[src/rtl/sd_seq_pkg.sv]
// ============================================================================
// Module   : sd_seq_pkg
// Purpose  : Shared types and constants for the sequence generator/checker pair.
// Revision : 1.0 - initial release
// ============================================================================
`default_nettype none

package sd_seq_pkg;

    typedef enum logic [0:0] {
        SEQ_IDLE = 1'b0,
        SEQ_RUN  = 1'b1
    } seq_state_e;

    localparam int SEQ_CNT_W = 16;
    localparam int SEQ_PAT_W = 8;

    // Throttle patterns shared by generator and checker benches.
    localparam logic [SEQ_PAT_W-1:0] PAT_FULL = 8'hFF;
    localparam logic [SEQ_PAT_W-1:0] PAT_HALF = 8'b0101_0101;

endpackage : sd_seq_pkg

`default_nettype wire

[src/rtl/sd_seq_gen.sv]
// ============================================================================
// Module   : sd_seq_gen
// Purpose  : Srdy/drdy producer emitting an incrementing, pattern-throttled
//            data sequence in bursts started by go.
// Revision : 1.0 - initial release
// ============================================================================
`default_nettype none

module sd_seq_gen
    import sd_seq_pkg::*;
#(
    parameter int WIDTH   = 8,
    parameter int PAT_DEP = 8,
    parameter int CNT_W   = SEQ_CNT_W
) (
    input  logic               clk,
    input  logic               reset,
    input  logic               go,
    input  logic [CNT_W-1:0]   count,
    input  logic [PAT_DEP-1:0] srdy_pat,
    output logic               p_srdy,
    input  logic               p_drdy,
    output logic [WIDTH-1:0]   p_data,
    output logic               busy,
    output logic               done
);

    localparam int DPP_W = (PAT_DEP > 1) ? $clog2(PAT_DEP) : 1;

    localparam logic [DPP_W-1:0] c_DPP_LAST = DPP_W'(PAT_DEP - 1);
    localparam logic [DPP_W-1:0] c_DPP_ONE  = DPP_W'(1);
    localparam logic [CNT_W-1:0] c_CNT_ONE  = CNT_W'(1);
    localparam logic [WIDTH-1:0] c_DATA_ONE = WIDTH'(1);

    seq_state_e       state_q;
    logic             p_srdy_q;
    logic [WIDTH-1:0] p_data_q;
    logic             busy_q;
    logic             done_q;
    logic [CNT_W-1:0] remaining_q;
    logic [DPP_W-1:0] dpp_q;

    logic             xfer;
    logic             pat_bit;
    logic [DPP_W-1:0] dpp_d;
    logic [CNT_W-1:0] remaining_d;

    always_comb begin
        xfer        = p_srdy_q & p_drdy;
        pat_bit     = srdy_pat[dpp_q];
        dpp_d       = (dpp_q == c_DPP_LAST) ? '0 : dpp_q + c_DPP_ONE;
        remaining_d = remaining_q - c_CNT_ONE;
    end

    always_ff @(posedge clk) begin
        if (reset) begin
            state_q     <= SEQ_IDLE;
            p_srdy_q    <= 1'b0;
            p_data_q    <= '0;
            busy_q      <= 1'b0;
            done_q      <= 1'b0;
            remaining_q <= '0;
            dpp_q       <= '0;
        end else begin
            done_q <= 1'b0;
            case (state_q)
                SEQ_IDLE: begin
                    if (go) begin
                        state_q     <= SEQ_RUN;
                        busy_q      <= 1'b1;
                        remaining_q <= count;
                        dpp_q       <= '0;
                    end
                end

                SEQ_RUN: begin
                    if (xfer) begin
                        p_data_q    <= p_data_q + c_DATA_ONE;
                        remaining_q <= remaining_d;
                        dpp_q       <= dpp_d;
                        if (remaining_q == c_CNT_ONE) begin
                            state_q  <= SEQ_IDLE;
                            busy_q   <= 1'b0;
                            done_q   <= 1'b1;
                            p_srdy_q <= 1'b0;
                        end else begin
                            p_srdy_q <= pat_bit;
                        end
                    end else if (!p_srdy_q) begin
                        dpp_q <= dpp_d;
                        // A zero-length burst leaves after a single idle RUN cycle.
                        if (remaining_q == '0) begin
                            state_q <= SEQ_IDLE;
                            busy_q  <= 1'b0;
                            done_q  <= 1'b1;
                        end else begin
                            p_srdy_q <= pat_bit;
                        end
                    end
                end

                default: state_q <= SEQ_IDLE;
            endcase
        end
    end

    assign p_srdy = p_srdy_q;
    assign p_data = p_data_q;
    assign busy   = busy_q;
    assign done   = done_q;

endmodule : sd_seq_gen

`default_nettype wire

[config.mk]
export PLATFORM = sky130hd
export DESIGN_NAME = sd_seq_gen
export DESIGN_NICKNAME = d
export VERILOG_FILES = /design/src/rtl/sd_seq_pkg.sv /design/src/rtl/sd_seq_gen.sv
export SDC_FILE = /design/constraint.sdc
export NUM_CORES = 1
export LEC_CHECK = 0
export CORE_ASPECT_RATIO = 1.5
export CORE_MARGIN = 4
export CORE_UTILIZATION = 47
export CTS_CLUSTER_DIAMETER = 150
export DETAILED_ROUTE_END_ITERATION = 8
export DONT_BUFFER_PORTS = 1
export GPL_ROUTABILITY_DRIVEN = 0
export PLACE_DENSITY = 0.58
export SLEW_MARGIN = 30
export SYNTH_ARGS = -nofsm -noshare
export SYNTH_HDL_FRONTEND = slang
export SYNTH_SLANG_ARGS = --single-unit
[constraint.sdc]
create_clock -name clk -period 5.3 [get_ports clk]
set_input_delay 0.795 -clock clk [delete_from_list [all_inputs] [get_ports clk]]
set_output_delay 0.795 -clock clk [all_outputs]
set_load 0.01 [all_outputs]
==> impl_metrics.json <==
{
  "cts-buffers-inserted": 5,
  "grt_pass1_wl_mm": 7.859,
  "cp.required_ps": 5490,
  "fmax_ghz": 0.3807,
  "clock_latency_ps": 290,
  "routedWlPerCell_um": 18.94,
  "setup_ws_ps": 2673,
  "cts.sinks": 31,
  "gr-total-overflow": 0,
  "fin_crit_sh": 0.4956,
  "io_pins": 39,
  "area_growth_pct": 5.017,
  "die_area_mm2": 0.004833,
  "cts_max_level": 2,
  "p_per_area_mw_per_mm2": 314.5,
  "die_h_um": 83.17,
  "start_kind": "flip-flop",
  "first_pass_iters": 4,
  "cts_hold_buf": 0,
  "synth-edff-count": 0,
  "crit_type": "reg -> reg",
  "die_x_um": 58.11,
  "grt_max_degree": 33,
  "rsz0062_at_grt": "false",
  "cts_setup_buffers": 0,
  "post-place-cells": 245,
  "ff2ff_path_depth": 4,
  "cts_root_buf": "clkbuf_8",
  "port_buffers": 0,
  "synthCells": 220,
  "layout_min_cycle_time_ps": 2627,
  "drt_iter0_drc": 83,
  "layout_common_cells": "dfxtp_1 (31), nor2_1 (19), a21oi_1 (17)",
  "cts_buffer_depth": 2,
  "ys_warn_count": 0,
  "antenna_found_initial": 0,
  "core.rowCount": 27,
  "setup_viol": 0,
  "start_util": 0.4853,
  "dp_hpwl_mm": 3.473,
  "placed_cell_area_mm2": 0.001755,
  "synth_fp_nets": 253,
  "post_cts_resized": 0,
  "ir_drop_mv": 0.1815,
  "fin_cells": 253,
  "p_leak_nw": 0.6308,
  "via_per_inst": 6.601,
  "cap_violations": 0,
  "ys_types": 43,
  "ys_seq_elements": 31,
  "avgSynthCellArea_um2": 8.047,
  "path_clk_slew_ps": 70,
  "cp-startpoint": "state_q",
  "cts_tree": "built",
  "skew_ps": 5.436,
  "r2r_slack_ps": 2670,
  "rr_endpoint": "remaining_q[0]",
  "reg2reg_from": "state_q",
  "drt_wl_total_mm": 4.791,
  "synth_ff_type": "dfxtp_1",
  "layout_commonest_cell": "dfxtp_1",
  "finalHoldViolCount": 0,
  "yosysSeqAreaShare": 0.3505,
  "diodes": 0,
  "dp_slack_ps": 2715,
  "timing.final.max_slew_violations": 0,
  "grt_pass1_vias": 1576,
  "endpoint_kind": "flip-flop",
  "crit_path_max_fanout": 29,
  "drc": 0,
  "num-nets-final": 242,
  "grt_usage": 0.2078,
  "async_reset_ff_frac": 0,
  "vias": 1670,
  "worstHoldPathType": "reg -> reg",
  "worstMarginPinSlew_ps": 963.5,
  "endpoint": "remaining_q[0]",
  "fin_tns_setup_ps": 0,
  "slew_headroom": 0.3568,
  "stdcell_area_mm2": 0.001859,
  "ant_nets": 0,
  "status": "finished clean",
  "drive_above_1_share": 0.07143,
  "syn_area_mm2": 0.001770,
  "worstPathArrival_ps": 2820,
  "core_mm2": 0.003649
}
final cells by class:
type | instances | area (um2)
well taps | 43 | 53.80
clock inverters | 1 | 7.507
multi-input cells | 168 | 1070
fillers | 365 | 1789
flip-flops and latches | 31 | 620.6
clock buffers | 7 | 96.34
inverters | 3 | 11.26
per-stage QoR:
stage               total power [mW]  hold slack [ps]  utilization
CTS                           0.5865            478.7       0.5096
global route                  0.6141            496.0       0.5096
global placement              0.3760            462.4       0.4811
floorplan                     0.3589            452.1            -
finish                        0.5848            478.9       0.5096
detailed placement            0.3797            467.2       0.4811
power by group:
part	internal, mW	switching, mW
Clock	0.118	0.0914
Combinational	0.0437	0.0569
Sequential	0.247	0.0276
Total	0.409	0.176
registers in the layout, summed over array words and instances (netlist names):
signal and cells:
remaining_q 16, p_srdy 1, busy 1, state_q 1, done 1, p_data 8
dpp_q 3
critical path: stages (launching register included):
cell and delay [ps]:
dfxtp_1 960, nand3_1 570, nand2_1 480, o21ai_0 180, a221oi_1 330
per-layer routing:
| layer | global-route usage | share of wire | wire (um) |
|---|---|---|---|
| met1 | 0.2284 | 0.39 | 1877 |
| met4 | 0.07806 | 0.021 | 102 |
| met2 | 0.3570 | 0.53 | 2520 |
| met3 | 0.07154 | 0.061 | 290 |
| met5 | 0 | 0 | 0 |
Yosys cell counts, drive strengths merged (2+ instances only):
master / instances / area (um2)
dfxtp: 31 / 620.6
nor2: 19 / 71.32
a21oi: 17 / 85.08
clkbuf: 17 / 63.81
nand3: 12 / 60.06
o21ai: 12 / 60.06
nand2: 11 / 41.29
nor3: 9 / 45.04
a211oi: 8 / 60.06
nand4: 8 / 50.05
nor4: 8 / 50.05
and3: 5 / 31.28
ha: 5 / 62.56
o31ai: 5 / 37.54
or3: 5 / 36.28
mux2i: 4 / 40.04
xnor2: 4 / 35.03
a221oi: 3 / 26.28
a31oi: 3 / 18.77
inv: 3 / 11.26
nand2b: 3 / 18.77
or4: 3 / 26.27
xor2: 3 / 26.28
nor2b: 2 / 12.51
nor3b: 2 / 15.01
o211ai: 2 / 15.01
o31a: 2 / 20.02
worst min path at each step:
stage,cells past startpoint,startpoint,to,slack (ps)
2_1_floorplan,2,remaining_q[7],remaining_q[7],450
3_3_place_gp,2,remaining_q[7],remaining_q[7],460
3_5_place_dp,2,remaining_q[7],remaining_q[7],470
4_1_cts,2,remaining_q[7],remaining_q[7],480
5_1_grt,2,remaining_q[7],remaining_q[7],500
6_report,2,remaining_q[7],remaining_q[7],480
logic make-up (layout without fill, tap and decap cells):
family | Yosys count | count (layout) | share of synthesized area
AOI/OAI and AO/OA | 59 | 59 | 0.2149
xor gates and xnor gates | 7 | 7 | 0.03463
adders and majority gates | 5 | 5 | 0.03534
buffers and inverters | 21 | 11 | 0.04523
DFF | 31 | 31 | 0.3505
muxes | 6 | 6 | 0.04170
and+or+nand+nor | 91 | 91 | 0.2777
Power figures use the tool's default switching activity.
